**src/rtl/display_scan_ctrl.sv**
```systemverilog
// Four-digit multiplexed 7-segment scan controller with a double-buffered
// display register that only swaps contents at frame boundaries.
module display_scan_ctrl #(
    parameter int unsigned PRESCALE = 4,
    parameter int unsigned BLANK    = 1
) (
    input  logic        clk,
    input  logic        reset,
    input  logic        enable,
    input  logic        load_valid,
    input  logic [15:0] load_data,
    output logic        load_ready,
    output logic [3:0]  an_en,
    output logic [6:0]  seg,
    output logic [1:0]  digit_sel,
    output logic        frame_done
);

    localparam int unsigned MAXC = (PRESCALE > BLANK) ? PRESCALE : BLANK;
    localparam int unsigned CW   = (MAXC > 1) ? $clog2(MAXC) : 1;
    localparam logic [CW-1:0] ON_LAST    = CW'(PRESCALE - 1);
    localparam logic [CW-1:0] BLANK_LAST = CW'(BLANK - 1);

    typedef enum logic [1:0] {S_IDLE, S_BLANK, S_ON} state_t;

    state_t        state_q, state_d;
    logic [CW-1:0] cnt_q, cnt_d;
    logic [1:0]    digit_q, digit_d;
    logic [15:0]   active_q, active_d;
    logic [15:0]   pending_q, pending_d;
    logic          pend_flag_q, pend_flag_d;
    logic [3:0]    an_q, an_d;
    logic [6:0]    seg_q, seg_d;
    logic [3:0]    nibble_d;
    logic          accept;
    logic          copy;

    function automatic logic [6:0] hex_decode(input logic [3:0] h);
        logic [6:0] s;
        case (h)
            4'h0: s = 7'b1000000;
            4'h1: s = 7'b1111001;
            4'h2: s = 7'b0100100;
            4'h3: s = 7'b0110000;
            4'h4: s = 7'b0011001;
            4'h5: s = 7'b0010010;
            4'h6: s = 7'b0000010;
            4'h7: s = 7'b1111000;
            4'h8: s = 7'b0000000;
            4'h9: s = 7'b0010000;
            4'hA: s = 7'b0001000;
            4'hB: s = 7'b0000011;
            4'hC: s = 7'b1000110;
            4'hD: s = 7'b0100001;
            4'hE: s = 7'b0000110;
            default: s = 7'b0001110;
        endcase
        return s;
    endfunction

    always_comb begin
        state_d    = state_q;
        cnt_d      = cnt_q + CW'(1);
        digit_d    = digit_q;
        frame_done = 1'b0;
        case (state_q)
            S_IDLE: begin
                cnt_d   = '0;
                digit_d = '0;
                if (enable) state_d = S_BLANK;
            end
            S_BLANK: begin
                if (!enable) begin
                    state_d = S_IDLE;
                    cnt_d   = '0;
                    digit_d = '0;
                end else if (cnt_q == BLANK_LAST) begin
                    state_d = S_ON;
                    cnt_d   = '0;
                end
            end
            S_ON: begin
                if (!enable) begin
                    state_d = S_IDLE;
                    cnt_d   = '0;
                    digit_d = '0;
                end else if (cnt_q == ON_LAST) begin
                    state_d    = S_BLANK;
                    cnt_d      = '0;
                    digit_d    = digit_q + 2'd1;
                    frame_done = (digit_q == 2'd3);
                end
            end
            default: begin
                state_d = S_IDLE;
                cnt_d   = '0;
                digit_d = '0;
            end
        endcase
    end

    // Pending data reaches the display only when idle or on a frame boundary.
    assign accept = load_valid & ~pend_flag_q;
    assign copy   = pend_flag_q & ((state_q == S_IDLE) | frame_done);

    always_comb begin
        pend_flag_d = pend_flag_q;
        pending_d   = pending_q;
        active_d    = active_q;
        if (copy) begin
            pend_flag_d = 1'b0;
            active_d    = pending_q;
        end else if (accept) begin
            pend_flag_d = 1'b1;
            pending_d   = load_data;
        end
    end

    // Drive outputs from flops computed on next state so the pins never glitch.
    always_comb begin
        case (digit_d)
            2'd0:    nibble_d = active_d[3:0];
            2'd1:    nibble_d = active_d[7:4];
            2'd2:    nibble_d = active_d[11:8];
            default: nibble_d = active_d[15:12];
        endcase
        an_d  = 4'b1111;
        seg_d = 7'b1111111;
        if (state_d == S_ON) begin
            an_d  = ~(4'b0001 << digit_d);
            seg_d = hex_decode(nibble_d);
        end
    end

    always_ff @(posedge clk or negedge reset) begin
        if (!reset) begin
            state_q     <= S_IDLE;
            cnt_q       <= '0;
            digit_q     <= '0;
            active_q    <= '0;
            pending_q   <= '0;
            pend_flag_q <= 1'b0;
            an_q        <= 4'b1111;
            seg_q       <= 7'b1111111;
        end else begin
            state_q     <= state_d;
            cnt_q       <= cnt_d;
            digit_q     <= digit_d;
            active_q    <= active_d;
            pending_q   <= pending_d;
            pend_flag_q <= pend_flag_d;
            an_q        <= an_d;
            seg_q       <= seg_d;
        end
    end

    assign load_ready = ~pend_flag_q;
    assign an_en      = an_q;
    assign seg        = seg_q;
    assign digit_sel  = digit_q;

endmodule

```
**config.mk**
```make
export PLATFORM = sky130hd
export DESIGN_NAME = display_scan_ctrl
export DESIGN_NICKNAME = d
export VERILOG_FILES = /design/src/rtl/display_scan_ctrl.sv
export SDC_FILE = /design/constraint.sdc
export NUM_CORES = 1
export LEC_CHECK = 0
export ABC_CLOCK_PERIOD_IN_PS = 6700
export BUFFER_PORTS_ARGS = -buffer_cell sky130_fd_sc_hd__buf_4
export CAP_MARGIN = 20
export CORE_UTILIZATION = 35
export CTS_BUF_LIST = sky130_fd_sc_hd__clkbuf_4
export DETAILED_ROUTE_END_ITERATION = 8
export GPL_TIMING_DRIVEN = 0
export PLACE_DENSITY = 0.64
export REMOVE_ABC_BUFFERS = 1
export SYNTH_ARGS = -nofsm -noshare
export SYNTH_HDL_FRONTEND = slang
export SYNTH_SLANG_ARGS = --single-unit
```
**constraint.sdc**
```tcl
create_clock -name clk -period 6.7 [get_ports clk]
set_input_delay 1.005 -clock clk [delete_from_list [all_inputs] [get_ports clk]]
set_output_delay 1.005 -clock clk [all_outputs]
set_load 0.1 [all_outputs]
```
After elaboration in Yosys (flattened, before gate mapping)
Memory sizes are Yosys's and may differ from the RTL's.
Cells that the tools add are included.

word-level totals
  flip-flop bits (word level) = 50
  memory bits (read-only) = 112
  word-level logic and storage cells = 54
  memories = 1
  bits of input ports = 20

operators by class
  eq/ne operators = 7
  mux-type cells = 24
  bitwise operators = 6
  shifts and indexed selects = 1
  reductions and logical operators = 5
  $add $sub $neg = 2

memories
  memory           depth  bits a word  rd ports  clocked after memory_dff  write ports  line  source
  (no name shown)  16     7            1         0                         0            40    case (h)

operator list
  cell                                                               count
  2-bit two-way mux                                                  12
  16-bit two-way mux                                                 1
  4-bit one-hot mux with 3 select lines                              1
  2-bit == test, second input constant                               5
  2-bit one-hot mux with 2 select lines                              2
  7-bit two-way mux                                                  1
  2-bit zero test                                                    3
  2-bit one-hot mux with 3 select lines                              1
  1-bit two-way mux                                                  5
  2-bit by 1-bit adder with 2-bit output, second input constant      2
  2-bit by 1-bit == test with 1-bit output, second input constant    2
  4-bit two-way mux                                                  1
  4-bit NOT                                                          1
  1-bit by 2-bit << shifter with 4-bit output, first input constant  1
  1-bit AND                                                          2
  1-bit NOT                                                          2
  2-bit AND reduction                                                1
  2-bit nonzero test                                                 1
  1-bit OR                                                           1

Logic depth before layout (Yosys ltp)
Gate-level depths: netlist (run 1).
An unclocked memory read counts as a cell.

  word-level depth = 10
  depth in mapped cells = 13
  depth with buffers taken out = 12

Least setup slack after synthesis (run 1)
No wires, ideal clock.

  path kind = register -> register
  start = reg digit_q[0] (netlist: digit_sel[0])
  end = reg seg_q[3] (netlist: seg[3])
  setup slack = 3.174 ns
  library setup time = 0.094 ns
  path buffers = 1
  arrival = 3.432 ns
  required time = 6.606 ns
  stages on the path, launching flop included = 13
  path through = dfrtp_1 > ha_1 > a41o_2 > nand2_2 > clkbuf_1 > mux2_2 > mux2_2 > mux2i_1 > inv_1 > ha_1 > mux2i_1 > and2_1 > o21ai_0

on the way
  cells in the longest elaborated chain, start to end = 10

RTL lines
  item                                   line  source
  start: declaration                     28    logic [1:0] digit_q, digit_d;
  start signal: assignment               148   digit_q <= digit_d;
  2-bit == test                          91    frame_done = (digit_q == 2'd3);
  1-bit two-way mux                      87    end else if (cnt_q == ON_LAST) begin
  1-bit two-way mux                      83    if (!enable) begin
  1-bit two-way mux                      66    case (state_q)
  1-bit OR                               104   assign copy = pend_flag_q & ((state_q == S_IDLE) | frame_done);
  1-bit AND                              104
  16-bit two-way mux                     110   if (copy) begin
  named net active_d[1]                  29    logic [15:0] active_q, active_d;
  4-bit one-hot mux with 3 select lines  121   case (digit_d)
  memory read 16 x 7 bit                 --
  7-bit two-way mux                      129   if (state_d == S_ON) begin
  named net seg_d[3]                     33    logic [6:0] seg_q, seg_d;
  end signal: assignment                 153   seg_q <= seg_d;
  end: declaration                       33

The timed path passes the listed nets, and every way through them passes these cells.
A chain may end at the register's enable or synchronous reset.

Worst setup path in the final report (run 1)
  start = reg state_q[0]
  end = reg seg_q[3] (netlist: seg[3])

on the way
  cells in the longest elaborated chain, start to end = 8

RTL lines
  item                                       line  source
  start: declaration                         26    state_t state_q, state_d;
  start signal: assignment                   146   state_q <= state_d;
  2-bit == test                              66
  1-bit two-way mux                          66
  1-bit OR (*)                               104
  1-bit AND (*)                              104
  16-bit two-way mux (*)                     110
  named net active_d[9]                      29
  4-bit one-hot mux with 3 select lines (*)  121
  memory read 16 x 7 bit (*)                 --
  7-bit two-way mux (*)                      129
  named net seg_d[3]                         33

Mark *: on every way through the listed nets, which the timed path passes. The rest lies on a longest branch.

==> run metrics, run 1 <==
htree depth=2; area overhead of the layout relative to synthesis=16.5%; CTS resizes=0; post-DP HPWL=3170 um; Sinks on Clock Net=50; total grt overflow=0; clock latency on the worst-skew pair=0.37 ns; residual DRC count=0; XOR/XNOR Fraction of Synth Area=0.350%; final net count=267; RSZ-0062 raised after global routing=false; Synth Instances=~200; Core Region=6870 um^2; Clk Tree Root Cell=clkbuf_4; number of synthesized register bits=50; initial core utilization=approximately 36%; critical path arrival=3.80 ns; Max Clk Rate=0.282 GHz; Clock Skews=between 0.015 and 0.02 ns; fraction of layout instances using a drive strength above 1=41.0%; EDFF count, synth=0; Pleak=0.00134 uW; placer congestion estimate=0.802; Post-Layout Inst Area=2920 um^2; sequential fraction of the synthesis area=50.5%; final hold violations=0; Synth area leader=dfrtp_1; Cell Area, Synth=2500 um^2; vias in the first global route=1587; top_reg_cell synth=dfrtp_1; CP max-delay cell=dfrtp_1; Final Critical Period=3.54 ns; crit path cell chain=inv_1, ha_1, a41o_2, nand2_2, mux2_2, mux2_2, mux2i_1, inv_1, ha_1, mux2i_1, and2_1, o21ai_0; Peak supply drop=180 uV; Die H=86.6 um; Vias/cell=4.95; non-filler cells, final=330; initial antenna violation count=0; Pins Over Slew Limit=0; Synth Warn #=0; row count=30; largest net degree at the start of global routing=51; final wirelength=4550 um; Cell Pwr Density=between 400 and 500 nW/um^2; Tot Pwr=1430 uW; Yosys cell types=between 40 and 50; drt pass-1 iters=4; worst rel slew slack=38.6%; crit start category=register; # port buffers=34; total CTS buffers=5; Worst Hold Launch=active_q[6]$_DFF_PN0_; synthesized area per cell=approximately 12 um^2; gr usage total=around 14%; Post-synth ARST share=between 90% and 100%; Util after Layout=42.5%; Wirelength per Cell=around 14 um; Vias=1635; Routed Antenna Nets=0; most frequent cells in the layout=dfrtp_1, buf_4, mux2_2; top cells by area, synth=dfrtp_1, mux2_2, dfstp_2; first-pass GRT wire length=7890 um; hold_buf cts=0; die area=7500 um^2; Hold Path Class=register to register; main combinational cell family by area after synthesis=multiplexers; CP startpoint=state_q[0]$_DFF_PN0_; Die W=around 87 um; critical path class=register to register; post-synthesis mux area share=15.9%; Critical Path Sink Type=register; CTS Buffer Depth=2; Placed Cells=between 300 and 400; Post-CTS Setup Bufs=0; Max Cap Viol=0; fin crit share=52.9%; status=finished clean; Adder-Cell Fraction of Synth Area=6.99%; Worst R2R Start=state_q[0]$_DFF_PN0_; complex-gate fraction of the synthesized area=~12%; post-place instance area=2840 um^2; setup tns final=0 ns; Antenna diodes=0; Yosys top cell area share=39.0%; TritonCTS clock tree=yes; DR iter-0 viols=70; Critical Path RT=6.96 ns; CTS clock-pin slew for the worst setup and hold paths=0.13 ns; commonest non-fill, non-tap cell in the layout=dfrtp_1; Worst Max-Slew Pin Slew=0.917 ns; Ports=35; Crit Path Max Fanout=24; Setup violations, final=0; worst stage delay on the critical path=0.46 ns; Synth Area in Simple Gates=approximately a tenth
-- registers in the layout (all words and copies together) (netlist names) --
register	flops
active_q	16
pending_q	16
seg	7
an_en	4
cnt_q	2
digit_sel	2
state_q	2
pend_flag_q	1
-- Yosys cell counts, types with 2 or more instances --
master	instances
mux2_2	28
and2_2	2
nand3_1	2
nor2b_1	3
a21o_1	8
dfrtp_1	39
clkbuf_1	5
mux2i_1	7
ha_1	14
o221ai_1	4
buf_6	2
nor2_1	4
a2111oi_0	7
and3_1	9
o211ai_1	2
nand2_1	10
buf_2	2
o21ai_0	3
dfstp_2	11
inv_1	12
-- worst paths after layout --
check | cells past startpoint | end | slack, ns
max reg2reg | 12 | seg[3]$_DFF_PN1_ | 3.16
min reg2reg | 1 | active_q[6]$_DFF_PN0_ | 0.49
max in group asynchronous | 1 | active_q[15]$_DFF_PN0_ | 5.65
max | 12 | seg[3]$_DFF_PN1_ | 3.16
min | 1 | active_q[6]$_DFF_PN0_ | 0.49
min in group asynchronous | 1 | active_q[3]$_DFF_PN0_ | 0.64
-- area by class of cell --
| class | instances | area, um^2 |
|---|---|---|
| clock buffer | 6 | 45.0 |
| clock inverter | 2 | 33.8 |
| fill | 658 | 3950 |
| inverter | 13 | 53.8 |
| multi-input combinational | 128 | 1140 |
| sequential | 50 | 1260 |
| tap | 96 | 120 |
| timing repair buffer | 35 | 263 |
-- where the power goes --
group	internal, uW	switching (uW)
clock	81.9	92.8
combinational	304	450
sequential	437	61.9
-- layer usage --
layer	part of all wire (%)	GRT usage, %	vias to the layer above
met4	1.9	5.45	0
li1	-	-	784
met2	48	20.9	25
met3	3.7	3.43	7
met1	46	18.9	819
met5	0	0	-
-- cells by family (layout without fill, tap and decap cells) --
group | after synthesis | after routing
mux | 36 | 36
simple gates | 41 | 41
fa+ha+maj | 14 | 14
xor+xnor | 1 | 1
compound gates | 36 | 36
buf+inv | 23 | 56
flops | 50 | 50
-- metrics by stage --
step	setup slack (ns)	hold WS [ns]
floorplan	3.04	0.445
global placement	2.53	0.455
detailed placement	2.77	0.461
CTS	3.12	0.493
global route	2.79	0.510
finish	3.16	0.490
-- critical path, delay by kind of cell (launching register included) --
| kind | cells | cell delay, ns |
|---|---|---|
| mux | 4 | 1.19 |
| flops | 1 | 0.46 |
| compound gates | 2 | 0.42 |
| simple gates | 2 | 0.51 |
| buf+inv | 2 | 0.28 |
| fa+ha+maj | 2 | 0.58 |
Note: power is estimated with default switching activity, not from simulation.
==> run 2: changes to the inputs <==
- ABC_AREA: default -> 1
- ABC_CLOCK_PERIOD_IN_PS: 6700 -> 3600
- clock period: 6.7 -> 3.6 ns (I/O delays scaled with it)
==> run 2 against run 1 <==
Net effect: die area increased by 3.5%; first-iteration DRC count down 2.9%; count of clock-buffer cells in the layout down 1; fmax rose by 24%; flip-flop and latch count did not move; sequential share of layout area fell by 1.4 points; critical path type unchanged; critical endpoint is now seg[0]$_DFF_PN1_; largest power group unchanged.
==> run metrics, run 2 <==
status=finished clean; Routed Antenna Nets=0 (unchanged); Synth Warn #=0 (unchanged); htree depth=2 (unchanged); Placed Cells=412 (+28%); Cell Pwr Density=871 nW/um^2 (+78%); Core Region=7210 um^2 (+5.0%); Post-synth ARST share=100% (unchanged); initial antenna violation count=0 (unchanged); Peak supply drop=305 uV (+69%); first-pass GRT wire length=8450 um (+7.2%); worst rel slew slack=52.4% (+14 points); Yosys top cell area share=37.6% (-1.3 points); final hold violations=0 (unchanged); Vias/cell=4.52 (-8.8%); commonest non-fill, non-tap cell in the layout=nand2_1; Crit Path Max Fanout=21 (-13%); Wirelength per Cell=11.3 um (-18%); Util after Layout=41.8% (-0.72 points); placer congestion estimate=0.863 (+7.6%); final wirelength=4730 um (+4.1%); CTS Buffer Depth=2 (unchanged); top_reg_cell synth=dfrtp_1; Sinks on Clock Net=50 (unchanged); reg2reg path depth=16 (+4); Clk Tree Root Cell=clkbuf_4; Clock Skews=0.00998 ns (-0.00920 ns); final worst slack=0.746 ns (-2.41 ns); EDFF count, synth=0 (unchanged); Worst Max-Slew Pin Slew=0.712 ns (-0.205 ns); Synth top cells by count=nand2_1, dfrtp_1, inv_1; Cell Area, Synth=2590 um^2 (+3.5%); crit start category=register; DR iter-0 viols=68 (-2.9%); Post-CTS Setup Bufs=0 (unchanged); Critical Path RT=3.90 ns (-3.06 ns); # port buffers=34 (unchanged); Flop pwr share=34.6% (-0.4 points); pre-CTS WS=0.761 ns (-2.01 ns); Die H=88.1 um (+1.7%); sequential fraction of the synthesis area=48.8% (-1.7 points); Post-Layout Inst Area=3010 um^2 (+3.3%); Worst R2R Start=state_q[0]$_DFF_PN0_; top cells by area, synth=dfrtp_1, dfstp_2, nand2_1; Final Critical Period=2.85 ns (-0.691 ns); Sw Ratio=47.2% (+4.8 points); Clk pwr share=12.3% (about the same); post-DP HPWL=3580 um (+13%); drt pass-1 iters=4 (unchanged); gr usage total=14.1% (+0.32 points); setup tns final=0 ns (unchanged); residual DRC count=0 (unchanged); total grt overflow=0 (unchanged); fin crit share=79.3% (+26 points); final net count=354 (+33%); Synth area leader=dfrtp_1; area overhead of the layout relative to synthesis=16.2%; initial core utilization=36.0% (-0.51 points); non-filler cells, final=419 (+27%); total CTS buffers=5 (unchanged); Pint=1390 uW (+68%); Antenna diodes=0 (unchanged); number of synthesized register bits=50 (unchanged); TritonCTS clock tree=yes; Synth Instances=284 (+41%); CTS resizes=0 (unchanged); Pleak=0.00153 uW (+14%); RSZ-0062 raised after global routing=false; hold_buf cts=0 (unchanged); die area=7760 um^2 (+3.5%); clock latency on the worst-skew pair=0.38 ns (about the same); synthesized area per cell=9.13 um^2 (-27%); critical path class=register to register; fraction of layout instances using a drive strength above 1=30.6% (-10 points); Yosys cell types=26 (-45%); row count=31 (+3.3%); Vias=1894 (+16%); cell with the most instances after synthesis=nand2_1; post-place instance area=2940 um^2 (+3.4%); R2R Path End=seg[0]$_DFF_PN1_; largest net degree at the start of global routing=51 (unchanged); Setup violations, final=0 (unchanged); most frequent cells in the layout=nand2_1, dfrtp_1, inv_1, buf_4, nand3_1; Max Cap Viol=0 (unchanged); Die W=88.1 um (+1.7%); Max Clk Rate=0.350 GHz (+24%); flop2flop setup slack=0.75 ns (-2.41 ns); Hold Path Class=primary input to async pin; Ports=35 (unchanged); Comb pwr share=53.1% (+0.3 points); critical path arrival=3.16 ns (-0.64 ns); Pins Over Slew Limit=0 (unchanged); Sw Pwr=1240 uW (+100%); vias in the first global route=1902 (+20%); Critical Path Sink Type=register; CTS clock-pin slew for the worst setup and hold paths=0.13 ns (about the same)
[run 2: worst max-delay path: stages (launching register included)]
cell,delay (ns)
dfrtp_1,0.43
inv_1,0.11
ha_1,0.26
nand2_2,0.13
o21ai_4,0.34
nand2_4,0.24
nand2_1,0.11
nand2_1,0.08
nand2_1,0.09
nand3_1,0.09
nor2_2,0.25
inv_1,0.13
ha_1,0.24
nand3_1,0.10
nand2_1,0.06
nand2_1,0.05
nand3_1,0.07
[run 2: area by class of cell]
type	instances	area (um^2)
Inverter	34	128
Multi-Input combinational cell	195	1170
Sequential cell	50	1260
Fill cell	788	4200
Timing Repair Buffer	34	255
Clock inverter	2	38.8
Tap cell	99	124
Clock buffer	5	37.5
[run 2: cell families (layout without fill, tap and decap cells)]
kind of cell,Yosys count,count (layout),synth area share (%)
AO/OA/AOI/OAI,19,19,4.87
adder cells (fa/ha/maj),14,14,6.75
buffers and inverters,39,75,6.27
flip-flops,50,50,48.8
multiplexers,13,13,5.64
AND/OR/NAND/NOR,149,149,27.7
[run 2: worst max-delay path by stage]
stage / start / end / slack (ns) / cells past startpoint
floorplan: digit_sel[0]$_DFF_PN0_ / frame_done / 0.50 / 3
global placement: state_q[0]$_DFF_PN0_ / seg[3]$_DFF_PN1_ / 0.87 / 16
detailed placement: state_q[0]$_DFF_PN0_ / seg[3]$_DFF_PN1_ / 0.76 / 16
CTS: state_q[0]$_DFF_PN0_ / seg[3]$_DFF_PN1_ / 0.74 / 16
global route: state_q[0]$_DFF_PN0_ / seg[3]$_DFF_PN1_ / 0.42 / 16
finish: state_q[0]$_DFF_PN0_ / seg[0]$_DFF_PN1_ / 0.75 / 16
[run 2: power by group through the flow]
stage | registers [uW] | logic (uW) | clock network [uW]
2_1_floorplan | 1110 | 926 | 0
3_3_place_gp | 913 | 1380 | 0
3_5_place_dp | 923 | 1400 | 0
4_1_cts | 911 | 1410 | 334
5_1_grt | 936 | 1580 | 357
6_report | 907 | 1400 | 323
[run 2: routing by layer]
metal | wire, um | up-vias | track usage, %
met5 | 0 | - | 0
met3 | 238 | 8 | 3.20
met1 | 2240 | 878 | 18.4
met2 | 2180 | 45 | 22.8
li1 | - | 963 | -
met4 | 76 | 0 | 5.43
[run 2: through the flow]
stage | hold slack [ns] | total power [uW]
floorplan | 0.244 | 2030
CTS | 0.180 | 2650
finish | 0.151 | 2630
global route | 0.200 | 2870
global placement | 0.460 | 2290
detailed placement | 0.467 | 2330
==> run 3: changes to the inputs <==
- ABC_AREA: 1 -> 0
- ABC_CLOCK_PERIOD_IN_PS: 3600 -> 2500
- PLACE_DENSITY: 0.64 -> 0.66
- clock period: 3.6 -> 2.5 ns (I/O delays scaled with it)
==> run 3 against run 2 <==
Net effect: the run now ends with setup timing left; sequential power increased by 52%; via count is 0.95% lower; global-route usage increased by 2.1 points; flip-flop and latch count is the same; hold slack better by 0.056 ns; critical path type unchanged; largest cell class is now multi-input combinational cells; highest routed layer unchanged.
==> run metrics, run 3 (synthesis results as in run 1) <==
Vias=1876 (-0.95%); Core Region=6870 um^2 (-4.8%); first-pass GRT wire length=9160 um (+8.4%); critical path arrival=3.05 ns (-0.11 ns); Worst Hold Launch=load_data[13]; Sinks on Clock Net=50 (unchanged); residual DRC count=0 (unchanged); crit start category=register; Peak supply drop=774 uV (+150%); Clk Tree Root Cell=clkbuf_4; commonest non-fill, non-tap cell in the layout=buf_4; Worst Max-Slew Pin Slew=0.859 ns (+0.147 ns); Sw Pwr=2170 uW (+75%); final net count=308 (-13%); RSZ-0062 raised after global routing=true; largest net degree at the start of global routing=51 (unchanged); Cell Pwr Density=1410 nW/um^2 (+62%); htree depth=2 (unchanged); Final Critical Period=2.74 ns (-0.109 ns); area overhead of the layout relative to synthesis=44.7%; total CTS buffers=5 (unchanged); DR iter-0 viols=86 (+26%); Clock Skews=0.0214 ns (+0.0114 ns); flop2flop setup slack=-0.24 ns (-0.99 ns); Max Cap Viol=0 (unchanged); TritonCTS clock tree=yes; final hold violations=0 (unchanged); vias in the first global route=1924 (+1.2%); # port buffers=34 (unchanged); placer congestion estimate=0.702 (-19%); fraction of layout instances using a drive strength above 1=61.1% (+30 points); most frequent cells in the layout=buf_4, dfrtp_1, mux2_2; die area=7500 um^2 (-3.3%); fin crit share=110% (+31 points); Sw Ratio=42.4% (-4.7 points); post-DP HPWL=3110 um (-13%); WHS Path Cells=2; Vias/cell=5.06 (+12%); Clk pwr share=9.7% (-2.6 points); Pleak=0.00162 uW (+5.8%); gr usage total=16.2% (+2.1 points); Pins Over Slew Limit=0 (unchanged); failing checks=setup timing; FILL cells=591 (-25%); drt pass-1 iters=4 (unchanged); Antenna diodes=0 (unchanged); R2R Path End=seg[3]$_DFF_PN1_; final wirelength=5910 um (+25%); CTS Buffer Depth=2 (unchanged); post-place instance area=2840 um^2 (-3.3%); status=finished, violations left; pre-CTS WS=-0.947 ns (-1.71 ns); Die W=86.6 um (-1.7%); Routed Antenna Nets=0 (unchanged); initial antenna violation count=0 (unchanged); clock latency on the worst-skew pair=0.38 ns (about the same); initial core utilization=36.5% (+0.51 points); Hold Path Class=primary input to register; Comb pwr share=63.3% (+10 points); row count=30 (-3.2%); Pint=2940 uW (+110%); Critical Path RT=2.80 ns (-1.10 ns); total grt overflow=0 (unchanged); Ports=35 (unchanged); critical path class=register to register; hold endpoint=pending_q[13]$_DFFE_PN0P_; Wirelength per Cell=15.9 um (+41%); reg2reg path depth=11 (-5); CTS clock-pin slew for the worst setup and hold paths=0.17 ns (+0.04 ns); Post-Layout Inst Area=3620 um^2 (+20%); Worst R2R Start=cnt_q[0]$_DFF_PN0_; final worst slack=-0.245 ns (-0.991 ns); worst rel slew slack=42.5% (-10 points); Flop pwr share=27.0% (-7.6 points); Critical Path Sink Type=register; Die H=86.6 um (-1.7%); Crit Path Max Fanout=7 (-67%); Max Clk Rate=0.364 GHz (+4.0%); Setup violations, final=7 (+7)
-- run 3: cell types whose count changed in the layout (fill, tap and decap cells not counted), sizes merged, moves of 3 or more --
| cell | delta |
|---|---|
| a21oi | -7 |
| nand2 | -77 |
| buf | +38 |
| mux2 | +15 |
| nor2 | -21 |
| mux2i | +8 |
| nor2b | +3 |
| o221ai | +4 |
| inv | -20 |
| o21ai | -5 |
| a2111oi | +8 |
| and3 | +10 |
| a21o | +8 |
| nand3 | -27 |
-- run 3: power by group through the flow --
stage | sequential (uW) | clock [uW] | combinational [uW]
CTS | 1380 | 510 | 2810
global route | 1420 | 544 | 3460
finish | 1380 | 498 | 3240
detailed placement | 1360 | 0 | 2010
global placement | 1350 | 0 | 1960
floorplan | 1650 | 0 | 1290
-- run 3: worst max-delay path by stage --
stage | startpoint | end | slack, ns | depth (start not counted)
final | cnt_q[0]$_DFF_PN0_ | seg[3]$_DFF_PN1_ | -0.24 | 11
after global routing | state_q[1]$_DFF_PN0_ | seg[3]$_DFF_PN1_ | -0.39 | 12
after CTS | state_q[0]$_DFF_PN0_ | seg[3]$_DFF_PN1_ | -0.17 | 12
after detailed placement | state_q[0]$_DFF_PN0_ | seg[3]$_DFF_PN1_ | -0.95 | 12
after global placement | state_q[0]$_DFF_PN0_ | seg[0]$_DFF_PN1_ | -1.30 | 9
after floorplan | digit_sel[0]$_DFF_PN0_ | seg[0]$_DFF_PN1_ | -1.16 | 8
-- run 3: final cells by class --
class	instances	area, um^2	area share, %
timing repair buffer	73	574	15.8
clock inverter	3	47.5	1.31
sequential	50	1270	34.9
tap	96	120	3.31
multi-input combinational	131	1510	41.7
inverter	13	66.3	1.83
clock buffer	5	37.5	1.04
-- run 3: worst max-delay path, stage by stage (launching register included) --
cell	delay [ns]
dfrtp_1	0.44
ha_4	0.21
a41o_4	0.34
nand2_8	0.13
mux2_4	0.32
mux2_4	0.28
mux2i_4	0.30
inv_4	0.10
ha_4	0.19
mux2i_1	0.13
and2_1	0.16
o21ai_2	0.06
-- run 3: timing repair --
| item | CTS | global route |
|---|---|---|
| setup endpoints to repair | 7 | 11 |
| resized for setup | 58 | 17 |
| hold buffers | 1 | 0 |
| pin swaps | 6 | 11 |
| hold endpoints to repair | 1 | 0 |
| setup buffers | 27 | 12 |
| cloned | 3 | 0 |
-- run 3: layer usage --
metal | up-vias | routed length (um) | global-route usage (%)
li1 | 874 | - | -
met1 | 959 | 2590 | 20.2
met2 | 36 | 3070 | 27.8
met3 | 7 | 180 | 3.33
met4 | 0 | 68 | 5.91
met5 | - | 0 | 0
-- run 3: through the flow --
step	setup TNS, ns	instances	hold WS [ns]	utilization, %	power [uW]
detailed placement	-5.86	322	0.442	41.3	3370
CTS	-0.781	361	0.198	50.1	4690
global route	-2.05	371	0.180	52.8	5430
floorplan	-7.37	191	0.0794	-	2940
global placement	-8.42	321	0.435	41.1	3300
finish	-1.16	371	0.207	52.8	5120
